===== config.mk =====
export PLATFORM = sky130hd
export DESIGN_NAME = hv_wdg_reg_scan_flat
export DESIGN_NICKNAME = d
export VERILOG_FILES = /design/src/rtl/hv_wdg_reg_scan_pkg.sv /design/src/rtl/hv_wdg_reg_scan_if.sv /design/src/rtl/hv_reg_crc_calc.sv /design/src/rtl/hv_wdg_reg_scan.sv /design/src/flat_wrapper.sv
export SDC_FILE = /design/constraint.sdc
export NUM_CORES = 1
export LEC_CHECK = 0
export ABC_AREA = 1
export BUFFER_PORTS_ARGS = -buffer_cell sky130_fd_sc_hd__buf_4
export CAP_MARGIN = 5
export CORE_UTILIZATION = 43
export CTS_CLUSTER_DIAMETER = 200
export DETAILED_ROUTE_END_ITERATION = 10
export PLACE_DENSITY = 0.62
export REMOVE_ABC_BUFFERS = 1
export SLEW_MARGIN = 5
export SYNTH_ARGS = -nofsm -noshare
export SYNTH_HDL_FRONTEND = slang
export SYNTH_HIERARCHICAL = 1
export SYNTH_SLANG_ARGS = --single-unit

===== constraint.sdc =====
create_clock -name i_clk -period 2.2 [get_ports i_clk]
set_input_delay 0.22 -clock i_clk [delete_from_list [all_inputs] [get_ports i_clk]]
set_output_delay 0.22 -clock i_clk [all_outputs]
set_load 0.005 [all_outputs]

===== src/rtl/hv_wdg_reg_scan_pkg.sv =====
// Shared widths, CRC parameters, scan FSM state encoding and read-response payload
// for the watchdog register-integrity scanner and the regfile CRC path.
package hv_wdg_reg_scan_pkg;

    localparam int unsigned REG_AW    = 7;
    localparam int unsigned REG_DW    = 8;
    localparam int unsigned REG_CRC_W = 8;

    localparam logic [REG_CRC_W-1:0] CRC_POLY = 8'h07;
    localparam logic [REG_CRC_W-1:0] CRC_INIT = 8'hFF;

    typedef enum logic [2:0] {
        ST_IDLE = 3'd0,
        ST_WAIT = 3'd1,
        ST_REQ  = 3'd2,
        ST_CHK  = 3'd3,
        ST_NEXT = 3'd4
    } scan_state_e;

    // Read response returned by the arbiter alongside the ack
    typedef struct packed {
        logic [REG_DW-1:0]    data;
        logic [REG_CRC_W-1:0] crc;
    } rd_rsp_t;

endpackage


===== src/rtl/hv_wdg_reg_scan_if.sv =====
// Watchdog-scan read port between the scanner (master) and the reg access arbiter (slave).
//   rd_req : read request, held until ack or timeout
//   addr   : register address, stable while rd_req is high
//   ack    : one-cycle read acknowledge
//   rsp    : register data and stored CRC, valid with ack
interface hv_wdg_reg_scan_if;
    import hv_wdg_reg_scan_pkg::*;

    logic              rd_req;
    logic [REG_AW-1:0] addr;
    logic              ack;
    rd_rsp_t           rsp;

    modport master (output rd_req, addr, input ack, rsp);
    modport slave  (input rd_req, addr, output ack, rsp);

endinterface


===== src/rtl/hv_reg_crc_calc.sv =====
// Combinational CRC over {addr, data}, MSB first, no final XOR. Shared with the regfile
// write path so stored and recomputed CRCs always agree.
//   addr  : register address
//   data  : register data
//   crc_c : CRC result (combinational)
module hv_reg_crc_calc
    import hv_wdg_reg_scan_pkg::*;
#(
    parameter int unsigned          AW    = REG_AW,
    parameter int unsigned          DW    = REG_DW,
    parameter int unsigned          CRC_W = REG_CRC_W,
    parameter logic [CRC_W-1:0]     POLY  = CRC_POLY,
    parameter logic [CRC_W-1:0]     INIT  = CRC_INIT
) (
    input  logic [AW-1:0]    addr,
    input  logic [DW-1:0]    data,
    output logic [CRC_W-1:0] crc_c
);

    logic [AW+DW-1:0] msg;
    logic [CRC_W-1:0] crc;

    // Unrolled serial LFSR: one shift per message bit, feedback = crc MSB ^ message bit
    always_comb begin
        msg = {addr, data};
        crc = INIT;
        for (int i = AW + DW - 1; i >= 0; i--) begin
            crc = {crc[CRC_W-2:0], 1'b0} ^ ((crc[CRC_W-1] ^ msg[i]) ? POLY : '0);
        end
    end

    assign crc_c = crc;

endmodule


===== src/rtl/hv_wdg_reg_scan.sv =====
// Background register-integrity scanner. Periodically sweeps an address window with
// reads on the watchdog-scan arbiter port, recomputes each register's CRC and reports
// mismatches and ack timeouts.
//   i_clk, i_rst_n   : clock, asynchronous active-low reset
//   i_scan_en        : scanner enable (level)
//   rac              : read port to the arbiter (req/addr out, ack/data/crc in)
//   o_scan_busy      : sweep in progress (REQ/CHK/NEXT)
//   o_scan_done      : pulse, sweep finished
//   o_crc_err        : pulse, CRC mismatch
//   o_to_err         : pulse, ack timeout
//   o_err_addr       : address of most recent error
//   o_crc_err_cnt    : saturating CRC-mismatch count
//   o_to_err_cnt     : saturating timeout count
module hv_wdg_reg_scan
    import hv_wdg_reg_scan_pkg::*;
#(
    parameter int unsigned SCAN_START_ADDR = 0,
    parameter int unsigned SCAN_END_ADDR   = 63,
    parameter int unsigned SCAN_INTV_CYC   = 1000,
    parameter int unsigned ACK_TO_CYC      = 64,
    parameter int unsigned ERR_CNT_W       = 8
) (
    input  logic                 i_clk,
    input  logic                 i_rst_n,
    input  logic                 i_scan_en,
    hv_wdg_reg_scan_if.master    rac,
    output logic                 o_scan_busy,
    output logic                 o_scan_done,
    output logic                 o_crc_err,
    output logic                 o_to_err,
    output logic [REG_AW-1:0]    o_err_addr,
    output logic [ERR_CNT_W-1:0] o_crc_err_cnt,
    output logic [ERR_CNT_W-1:0] o_to_err_cnt
);

    localparam int unsigned INTV_W = $clog2(SCAN_INTV_CYC + 1);
    localparam int unsigned TO_W   = $clog2(ACK_TO_CYC + 1);

    localparam logic [REG_AW-1:0] START_A   = REG_AW'(SCAN_START_ADDR);
    localparam logic [REG_AW-1:0] END_A     = REG_AW'(SCAN_END_ADDR);
    localparam logic [INTV_W-1:0] INTV_LAST = INTV_W'(SCAN_INTV_CYC - 1);
    localparam logic [TO_W-1:0]   TO_LAST   = TO_W'(ACK_TO_CYC - 1);

    scan_state_e          state_q, state_d;
    logic [REG_AW-1:0]    addr_q, addr_d;
    logic [INTV_W-1:0]    intv_q, intv_d;
    logic [TO_W-1:0]      tmo_q, tmo_d;
    rd_rsp_t              rsp_q, rsp_d;
    logic                 rd_req_q, rd_req_d;
    logic                 busy_q, busy_d;
    logic                 done_q, done_d;
    logic                 crc_err_q, crc_err_d;
    logic                 to_err_q, to_err_d;
    logic [REG_AW-1:0]    err_addr_q, err_addr_d;
    logic [ERR_CNT_W-1:0] crc_cnt_q, crc_cnt_d;
    logic [ERR_CNT_W-1:0] to_cnt_q, to_cnt_d;
    logic [REG_CRC_W-1:0] crc_calc_c;

    hv_reg_crc_calc #(
        .AW    (REG_AW),
        .DW    (REG_DW),
        .CRC_W (REG_CRC_W),
        .POLY  (CRC_POLY),
        .INIT  (CRC_INIT)
    ) u_crc (
        .addr  (addr_q),
        .data  (rsp_q.data),
        .crc_c (crc_calc_c)
    );

    // Next-state and next-output logic
    always_comb begin
        state_d    = state_q;
        addr_d     = addr_q;
        intv_d     = intv_q;
        tmo_d      = tmo_q;
        rsp_d      = rsp_q;
        done_d     = 1'b0;
        crc_err_d  = 1'b0;
        to_err_d   = 1'b0;
        err_addr_d = err_addr_q;
        crc_cnt_d  = crc_cnt_q;
        to_cnt_d   = to_cnt_q;

        case (state_q)
            ST_IDLE: begin
                if (i_scan_en) begin
                    intv_d  = '0;
                    state_d = ST_WAIT;
                end
            end
            ST_WAIT: begin
                if (!i_scan_en) begin
                    state_d = ST_IDLE;
                end else if (intv_q == INTV_LAST) begin
                    addr_d  = START_A;
                    tmo_d   = '0;
                    state_d = ST_REQ;
                end else begin
                    intv_d = intv_q + 1'b1;
                end
            end
            ST_REQ: begin
                // Ack wins over a timeout expiring in the same cycle
                if (rac.ack) begin
                    rsp_d   = rac.rsp;
                    state_d = ST_CHK;
                end else if (tmo_q == TO_LAST) begin
                    to_err_d   = 1'b1;
                    err_addr_d = addr_q;
                    to_cnt_d   = (to_cnt_q == '1) ? to_cnt_q : to_cnt_q + 1'b1;
                    state_d    = ST_NEXT;
                end else begin
                    tmo_d = tmo_q + 1'b1;
                end
            end
            ST_CHK: begin
                if (crc_calc_c != rsp_q.crc) begin
                    crc_err_d  = 1'b1;
                    err_addr_d = addr_q;
                    crc_cnt_d  = (crc_cnt_q == '1) ? crc_cnt_q : crc_cnt_q + 1'b1;
                end
                state_d = ST_NEXT;
            end
            ST_NEXT: begin
                if (addr_q == END_A) begin
                    done_d  = 1'b1;
                    intv_d  = '0;
                    state_d = i_scan_en ? ST_WAIT : ST_IDLE;
                end else begin
                    // Disabling mid-sweep abandons the rest of the window
                    addr_d  = addr_q + 1'b1;
                    tmo_d   = '0;
                    state_d = i_scan_en ? ST_REQ : ST_IDLE;
                end
            end
            default: state_d = ST_IDLE;
        endcase

        rd_req_d = (state_d == ST_REQ);
        busy_d   = (state_d == ST_REQ) || (state_d == ST_CHK) || (state_d == ST_NEXT);
    end

    // State and output registers
    always_ff @(posedge i_clk or negedge i_rst_n) begin
        if (!i_rst_n) begin
            state_q    <= ST_IDLE;
            addr_q     <= START_A;
            intv_q     <= '0;
            tmo_q      <= '0;
            rsp_q      <= '0;
            rd_req_q   <= 1'b0;
            busy_q     <= 1'b0;
            done_q     <= 1'b0;
            crc_err_q  <= 1'b0;
            to_err_q   <= 1'b0;
            err_addr_q <= '0;
            crc_cnt_q  <= '0;
            to_cnt_q   <= '0;
        end else begin
            state_q    <= state_d;
            addr_q     <= addr_d;
            intv_q     <= intv_d;
            tmo_q      <= tmo_d;
            rsp_q      <= rsp_d;
            rd_req_q   <= rd_req_d;
            busy_q     <= busy_d;
            done_q     <= done_d;
            crc_err_q  <= crc_err_d;
            to_err_q   <= to_err_d;
            err_addr_q <= err_addr_d;
            crc_cnt_q  <= crc_cnt_d;
            to_cnt_q   <= to_cnt_d;
        end
    end

    assign rac.rd_req    = rd_req_q;
    assign rac.addr      = addr_q;
    assign o_scan_busy   = busy_q;
    assign o_scan_done   = done_q;
    assign o_crc_err     = crc_err_q;
    assign o_to_err      = to_err_q;
    assign o_err_addr    = err_addr_q;
    assign o_crc_err_cnt = crc_cnt_q;
    assign o_to_err_cnt  = to_cnt_q;

endmodule


===== src/flat_wrapper.sv =====
// flat-port wrapper written by rule: the top's interface ports become plain ports
module hv_wdg_reg_scan_flat import hv_wdg_reg_scan_pkg::*;
#(
    parameter int unsigned SCAN_START_ADDR = 0,
    parameter int unsigned SCAN_END_ADDR   = 63,
    parameter int unsigned SCAN_INTV_CYC   = 1000,
    parameter int unsigned ACK_TO_CYC      = 64,
    parameter int unsigned ERR_CNT_W       = 8
)
  (i_clk, i_rst_n, i_scan_en, o_scan_busy, o_scan_done, o_crc_err, o_to_err, o_err_addr, o_crc_err_cnt, o_to_err_cnt, rac_rd_req, rac_addr, rac_ack, rac_rsp);
  hv_wdg_reg_scan_if rac_i ();
  input  logic i_clk;
  input  logic i_rst_n;
  input  logic i_scan_en;
  output logic o_scan_busy;
  output logic o_scan_done;
  output logic o_crc_err;
  output logic o_to_err;
  output logic [REG_AW-1:0] o_err_addr;
  output logic [ERR_CNT_W-1:0] o_crc_err_cnt;
  output logic [ERR_CNT_W-1:0] o_to_err_cnt;
  output wire logic [$bits(rac_i.rd_req)-1:0] rac_rd_req;
  output wire logic [$bits(rac_i.addr)-1:0] rac_addr;
  input wire logic [$bits(rac_i.ack)-1:0] rac_ack;
  input wire logic [$bits(rac_i.rsp)-1:0] rac_rsp;
  assign rac_rd_req = rac_i.rd_req;
  assign rac_addr = rac_i.addr;
  assign rac_i.ack = rac_ack;
  assign rac_i.rsp = rac_rsp;
  hv_wdg_reg_scan #(.SCAN_START_ADDR(SCAN_START_ADDR), .SCAN_END_ADDR(SCAN_END_ADDR), .SCAN_INTV_CYC(SCAN_INTV_CYC), .ACK_TO_CYC(ACK_TO_CYC), .ERR_CNT_W(ERR_CNT_W)) u_core (.i_clk(i_clk), .i_rst_n(i_rst_n), .i_scan_en(i_scan_en), .rac(rac_i), .o_scan_busy(o_scan_busy), .o_scan_done(o_scan_done), .o_crc_err(o_crc_err), .o_to_err(o_to_err), .o_err_addr(o_err_addr), .o_crc_err_cnt(o_crc_err_cnt), .o_to_err_cnt(o_to_err_cnt));
endmodule

* Yosys cells after proc, flatten, opt, wreduce, memory -nomap -nowiden
Index checks and enable logic that the tools add are counted.
** Word-level totals
- Bits in registers :: 71
- Output and inout port bits :: 35
** Operators by class
- $add $sub $neg :: 5
- Equality and inequality tests :: 23
- Multiplexer cells :: 48
- Bitwise gates (word level) :: 32
- Reductions and logical operators :: 14
** Operators by type and width (count)
- $xor 8x3->8 :: 14
- $mux 3 :: 21
- $mux 7 :: 9
- $mux 10 :: 4
- $pmux 10 s3 :: 1
- $pmux 7 s2 :: 2
- $pmux 7 s3 :: 1
- $add 8x1->8 const B :: 2
- $eq 8x8->1 const B :: 2
- $pmux 3 s5 :: 1
- $add 7x1->7 const B :: 2
- $eq 7x6->1 const B :: 2
- $xor 1x1->1 :: 14
- $eq 3x2->1 const B :: 4
- $ne 2x2->1 const B :: 6
- $reduce_and 4->1 :: 3
- $add 10x1->10 const B :: 1
- $eq 10x10->1 const B :: 1
- $mux 1 :: 8
- $ne 2x1->1 const B :: 4
- $ne 8x8->1 :: 1
- $not 2->7 :: 1
- $eq 3x3->1 const B :: 2
- $reduce_and 6->1 :: 1
- 10 further kinds :: 15

* Logic depth before layout (Yosys ltp)
- Depth after elaboration :: 47
- Gate-level depth with buffers :: 20

* By module
The synthesis kept the hierarchy.
** By module, submodules not included
- hv_wdg_reg_scan :: times used 1, cells an instance 459, area an instance 3917.5 µm², seq. area each 1776.7 µm²
- hv_reg_crc_calc :: times used 1, cells an instance 94, area an instance 473.0 µm², seq. area each 0.0 µm²

* Worst setup path after synthesis
OpenSTA, ideal clock, no wires.
- Path kind :: reg-to-reg
- Start :: register u_core.addr_q[5], in the netlist u_core/rac.addr[5]
- End :: register u_core.err_addr_q[3], in the netlist u_core/o_err_addr[3]
- Setup time :: 118 ps
- Arrival time :: 2137 ps
- Data required time :: 2082 ps
- Path slack :: -55 ps
- Stages on the path, launching flop included :: 20
- Path buffers :: 0
- Clock period less this slack :: 2255 ps
- Cell sequence :: dfrtp_1 > inv_1 > nand2_1 > nand3_1 > nand2_1 > nand2_1 > nand3_1 > nand2_1 > nand2_1 > nand2_1 > nand2_1 > nand2_1 > xnor2_1 > nand2_1 > nor2_1 > nand2_2 > nand2_2 > nand2_2 > nand2_1 > nand2_1
** Between the ends
- Longest elaborated chain between the ends :: 23
- Elaborated cells on any way between the ends :: 29
- Those cells by class :: eq/ne: 2; mux: 6; bitwise: 20; reduce/logical: 1
** RTL lines
- start: declaration :: line hv_wdg_reg_scan.sv:45 : logic [REG_AW-1:0] addr_q, addr_d;
- start signal: assignment :: line hv_wdg_reg_scan.sv:162 : addr_q <= addr_d;
- $xor 1x1->1 (*) :: line hv_reg_crc_calc.sv:28 : crc = {crc[CRC_W-2:0], 1'b0} ^ ((crc[CRC_W-1] ^ msg[i]) ? POLY : '0);
- $mux 3 (*) :: line hv_reg_crc_calc.sv:28
- $xor 8x3->8 (*) (6 in a row) :: line hv_reg_crc_calc.sv:28
- $xor 1x1->1 / $xor 8x3->8 (equally long branches) :: line hv_reg_crc_calc.sv:28
- $mux 3 / $xor 1x1->1 (equally long branches) :: line hv_reg_crc_calc.sv:28
- $xor 8x3->8 (*) (6 in a row) :: line hv_reg_crc_calc.sv:28
- $xor 1x1->1 / $xor 8x3->8 (equally long branches) :: line hv_reg_crc_calc.sv:28
- $mux 3 / $xor 1x1->1 (equally long branches) :: line hv_reg_crc_calc.sv:28
- $xor 8x3->8 (*) (2 in a row) :: line hv_reg_crc_calc.sv:28
- via u_core.crc_calc_c[2] :: line hv_wdg_reg_scan.sv:57 : logic [REG_CRC_W-1:0] crc_calc_c;
- $ne 8x8->1 (*) :: line hv_wdg_reg_scan.sv:118 : if (crc_calc_c != rsp_q.crc) begin
- $ne 2x1->1 (no source line) (*)
- $reduce_and 4->1 (no source line) (*)
- end signal: assignment :: line hv_wdg_reg_scan.sv:171 : err_addr_q <= err_addr_d;
- end: declaration :: line hv_wdg_reg_scan.sv:54 : logic [REG_AW-1:0] err_addr_q, err_addr_d;
Mark *: on every way through the listed nets, which the timed path passes. The rest lies on a longest branch.
A chain may end at the register's enable or synchronous reset.

* Worst setup path after layout
- Start :: register u_core.addr_q[6], in the netlist u_core/rac.addr[6]
- End :: register u_core.err_addr_q[3], in the netlist u_core/o_err_addr[3]
** Between the ends
- Longest elaborated chain between the ends :: 23
- Elaborated cells on any way between the ends :: 31
- Those cells by class :: eq/ne: 2; mux: 7; bitwise: 21; reduce/logical: 1
** RTL lines (line)
- $mux 3 (*) :: hv_reg_crc_calc.sv:28
- $not 2->7 (no source line)
- $xor 8x3->8 (*) (5 in a row) :: hv_reg_crc_calc.sv:28
- $xor 1x1->1 / $xor 8x3->8 (equally long branches) :: hv_reg_crc_calc.sv:28
- $mux 3 / $xor 1x1->1 (equally long branches) :: hv_reg_crc_calc.sv:28
- $xor 8x3->8 (*) (8 in a row) :: hv_reg_crc_calc.sv:28
- $xor 1x1->1 (*) :: hv_reg_crc_calc.sv:28
- $mux 3 (*) :: hv_reg_crc_calc.sv:28
- $xor 8x3->8 (*) :: hv_reg_crc_calc.sv:28
- via u_core.crc_calc_c[0] :: hv_wdg_reg_scan.sv:57
- $ne 8x8->1 (*) :: hv_wdg_reg_scan.sv:118
- $ne 2x1->1 (no source line) (*)
- $reduce_and 4->1 (no source line) (*)
Marks and branches as above.

==> metrics.log <==
INFO  metric status = finished with violations
INFO  metric violated_checks = negative setup slack
INFO  metric crit_type = flip-flop to flip-flop
INFO  metric hp-start = rac_rsp[3]
INFO  metric power.leakage = 2.950 nW
INFO  metric clk-insertion-delay-late = 0.35 ns
INFO  metric syn-mean-instance-area = a little under 8 µm²
INFO  metric timing.final.crit_share = 102.0%
INFO  metric r2r_end = u_core/o_err_addr[3]
INFO  metric period_needed = 2.245 ns
INFO  metric via_count = ~3,800
INFO  metric grt_first_pass_wirelength = 15.76 mm
INFO  metric setup_slack_of_the_critical_path_after_layout = -0.04482 ns
INFO  metric average_wire_length_per_cell_after_detail_routing = approximately 13 µm
INFO  metric nNetsFinal = 665
INFO  metric max-clock-path-buffers = 2
INFO  metric hold_crit_endpoint = u_core/rsp_q[3]
INFO  metric clock_skew = 0.01376 ns
INFO  metric yosysSeqAreaShare = between 40% and 50%
INFO  metric place.detailed.instances = roughly 760
INFO  metric worst-endpoint-required = 2.43 ns
INFO  metric cap_violations = 0
INFO  metric initialDrtViolationCount = 159
INFO  metric highest_fanout_seen_on_the_critical_path = 7
INFO  metric floorplan.initialDensity = approximately 45%
INFO  metric min_delay_path_depth = 2
INFO  metric first_global_vias = 3,556
INFO  metric fp.dieH = 103.0 µm
INFO  metric clk_slew_on_worst_s_h_paths = 0.08 ns
INFO  metric max-vdd-ir-drop = 0.0003424 V
INFO  metric place.port_buffers = 54
INFO  metric worst_pin_slew = 0.6279 ns
INFO  metric setup_repair_after_global_routing_missed_its_margin = true
INFO  metric dr.pass1.iters = 5
INFO  metric detailedPlacementHpwl = 7.103 mm
INFO  metric layout-drive-gt1-share = 33.49%
INFO  metric ys_dominant_reg_cell = dfrtp_1
INFO  metric pwr_density_cell = 517.7 nW/µm²
INFO  metric boundaryPins = 55
INFO  metric finalMaxSlewViolations = 0
INFO  metric max_clock_freq = 445.5 MHz
INFO  metric yosys_warnings = 6
INFO  metric stdcell_count = around 800
INFO  metric utilization = 57.72%
INFO  metric worst_hold_slack = 0.1012 ns
INFO  metric timing.critical_path.slowest_cell_delay = around 0.46 ns
INFO  metric floorplan.die.width = 103.0 µm
INFO  metric synth.distinct_cells = 38
INFO  metric synth_async_sr_flop_share = between 90% and 100%
INFO  metric regToRegSetupSlack = -0.04 ns
INFO  metric cell_repeated_most_along_the_worst_path = nand2_1
INFO  metric fp.dieArea = 10,620 µm²
INFO  metric tritoncts_clock_tree = built
INFO  metric place_ws = -0.2832 ns
INFO  metric drcViolationCount = 0
INFO  metric grt_overflow = 0
INFO  metric root_buffer_cell = clkbuf_8
INFO  metric cts.sinks = 71
INFO  metric kind_of_start_point_of_the_critical_path = flip-flop
INFO  metric cts_made_buffers = 9
INFO  metric synth-seq-cells = 71
INFO  metric hold_viol = 0
INFO  metric core-area = 9819 µm²
INFO  metric mappedNetlistArea = 4390 µm²
INFO  metric worstSetupEndpointType = flip-flop
INFO  metric insertedDiodeCount = 0
INFO  metric largest_net_degree_at_the_start_of_global_routing = 48
INFO  metric placement_row_count = 36
INFO  metric crit_slowest_cell = dfrtp_2
INFO  metric synth_edf_count = 0
INFO  metric layout.cell_area.non_filler = 5668 µm²
INFO  metric drtAntennaViolNets = 0
INFO  metric worstRegToRegCells = 19
INFO  metric average_via_count_per_standard_cell = 4.886
INFO  metric detail_route.wirelength = 9.923 mm
INFO  metric cts_htree_levels = 3
INFO  metric timing.max_slew.rel_slack = approximately three fifths
INFO  metric initial_antenna_violation_count = 0
INFO  metric area_delta_synth_final = 29.10%
INFO  metric routability_driven_placement_congestion_ratio = 0.8525
INFO  metric critical_path_cell_sequence = inv_4 > nand2_4 > nand3_4 > nand2_4 > nand2_4 > nand2_1 > nand3_1 > nand2_2 > inv_1 > nand2_1 > nand2_1 > xnor2_1 > nand2_1 > nor2_2 > nand2_4 > nand2_8 > nand2_8 > nand2_2 > nand2_1
INFO  metric critPathArrivalTime = 2.48 ns
INFO  metric reg2reg_from = u_core/rac.addr[6]
INFO  metric worst_hold_path_type = primary input to flip-flop
INFO  metric nFillCells = 916
INFO  metric timing.final.setup_violations = 15
INFO  metric postPlaceCellArea = slightly above 5000 µm²
INFO  metric synthCells = 553
INFO  metric grt.total_usage = 19.17%
timing repair:
action | 4_1_cts | 5_1_grt
pin swaps | 16 | 25
endpoints found under the hold margin | 46 | 0
setup endpoints to repair | 16 | 16
gates cloned | 0 | 0
buffers inserted | 3 | 1
hold buffers | 1 | 0
gates resized for setup | 28 | 55
worst max path at each step:
stage / from / end / cells past startpoint
2_1_floorplan: u_core/rac.addr[5] / u_core/o_err_addr[3] / 19
6_report: u_core/rac.addr[6] / u_core/o_err_addr[3] / 19
3_3_place_gp: u_core/rac.addr[5] / u_core/o_err_addr[4] / 15
5_1_grt: u_core/rac.addr[6] / u_core/o_err_addr[6] / 18
4_1_cts: u_core/rac.addr[5] / u_core/o_err_addr[3] / 15
3_5_place_dp: u_core/rac.addr[5] / u_core/o_err_addr[3] / 15
final cells by class:
type | instances | area, µm² | area share (%)
clock buffer | 11 | 151.4 | 2.671
tap | 133 | 166.4 | 2.936
multi-input combinational | 413 | 2625 | 46.31
timing repair buffer | 80 | 630.6 | 11.13
sequential | 71 | 1784 | 31.48
clock inverter | 5 | 56.30 | 0.9934
inverter | 65 | 254.0 | 4.481
synth_stat cells, types with 2 or more instances:
cell type    n  area share (%)
o21ai_1      5            0.57
buf_6        3            0.77
a21oi_1      9             1.0
mux2_4      10             3.4
xnor2_2      4             1.5
xor2_1      17             3.4
nand4_1     12             1.7
o21ai_0      6            0.68
nand3_2      3            0.68
ha_1         5             1.4
inv_2        7            0.60
mux2_2       2            0.51
nor2_1      33             2.8
inv_1       56             4.8
nand2_1    197              17
nor3_1       3            0.34
dfrtp_1     71              40
nand3_1     44             5.0
nand3b_1     5            0.86
xnor2_1     15             3.0
o21ai_2      5             1.0
nor2_2       2            0.28
inv_4        2            0.28
nand2_4      7             1.8
nand2_2     11             1.6
nor2_4       7             1.8
power by group:
part	switching, mW	internal (mW)
registers	0.0225	1.32
clock network	0.496	0.584
logic	0.297	0.217
worst max-delay path: cells and delay by family, from the launching register on:
kind | cells | cell delay (ns)
AND/OR/NAND/NOR | 16 | 1.40
flip-flops | 1 | 0.46
buffers and inverters | 2 | 0.13
XOR/XNOR | 1 | 0.12
stage by stage:
| step | setup TNS (ns) | power (mW) |
|---|---|---|
| after floorplan | -0.3788 | 1.632 |
| after global placement | -2.731 | 1.780 |
| after detailed placement | -3.504 | 1.786 |
| after CTS | -0.2181 | 2.926 |
| after global routing | -2.910 | 3.080 |
| final | -0.3736 | 2.935 |
cell usage in the layout (no fill, tap or decap), drive strengths merged, types with 2 or more instances in the layout:
cell	count
xnor2	19
or2	2
nand3b	6
mux2	12
nand2	215
o21ai	16
xor2	17
clkbuf	11
dfrtp	71
nor2	42
nor3	4
inv	65
nand3	48
buf	79
ha	5
clkinv	3
a21oi	10
nand4	12
sequential cells by signal (all words and copies together) (netlist names):
signal,flops
u_core/o_err_addr,7
u_core/intv_q,10
u_core/tmo_q,7
u_core/rac.rd_req,1
u_core/o_to_err_cnt,8
u_core/rsp_q,16
u_core/rac.addr,7
u_core/o_scan_done,1
u_core/state_q,3
u_core/o_crc_err_cnt,8
u_core/o_crc_err,1
u_core/o_to_err,1
u_core/o_scan_busy,1
layer usage:
layer  track usage (%)  part of all wire, %  up-vias
li1                  -                    -     1923
met1             23.60                   45     1790
met2             32.87                   50       72
met3             4.203                  3.6       16
met4             7.259                  1.4        0
met5                 0                    0        -
cell families (layout without fill, tap and decap cells):
logic type | after synthesis | in the layout | share of synthesized area, %
muxes | 12 | 12 | 3.933
buffers and inverters | 69 | 161 | 6.782
and+or+nand+nor | 329 | 329 | 35.22
DFF | 71 | 71 | 40.47
xor gates and xnor gates | 36 | 36 | 7.865
AOI/OAI and AO/OA | 31 | 31 | 4.303
adders and majority gates | 5 | 5 | 1.425
Power figures use the tool's default switching activity.
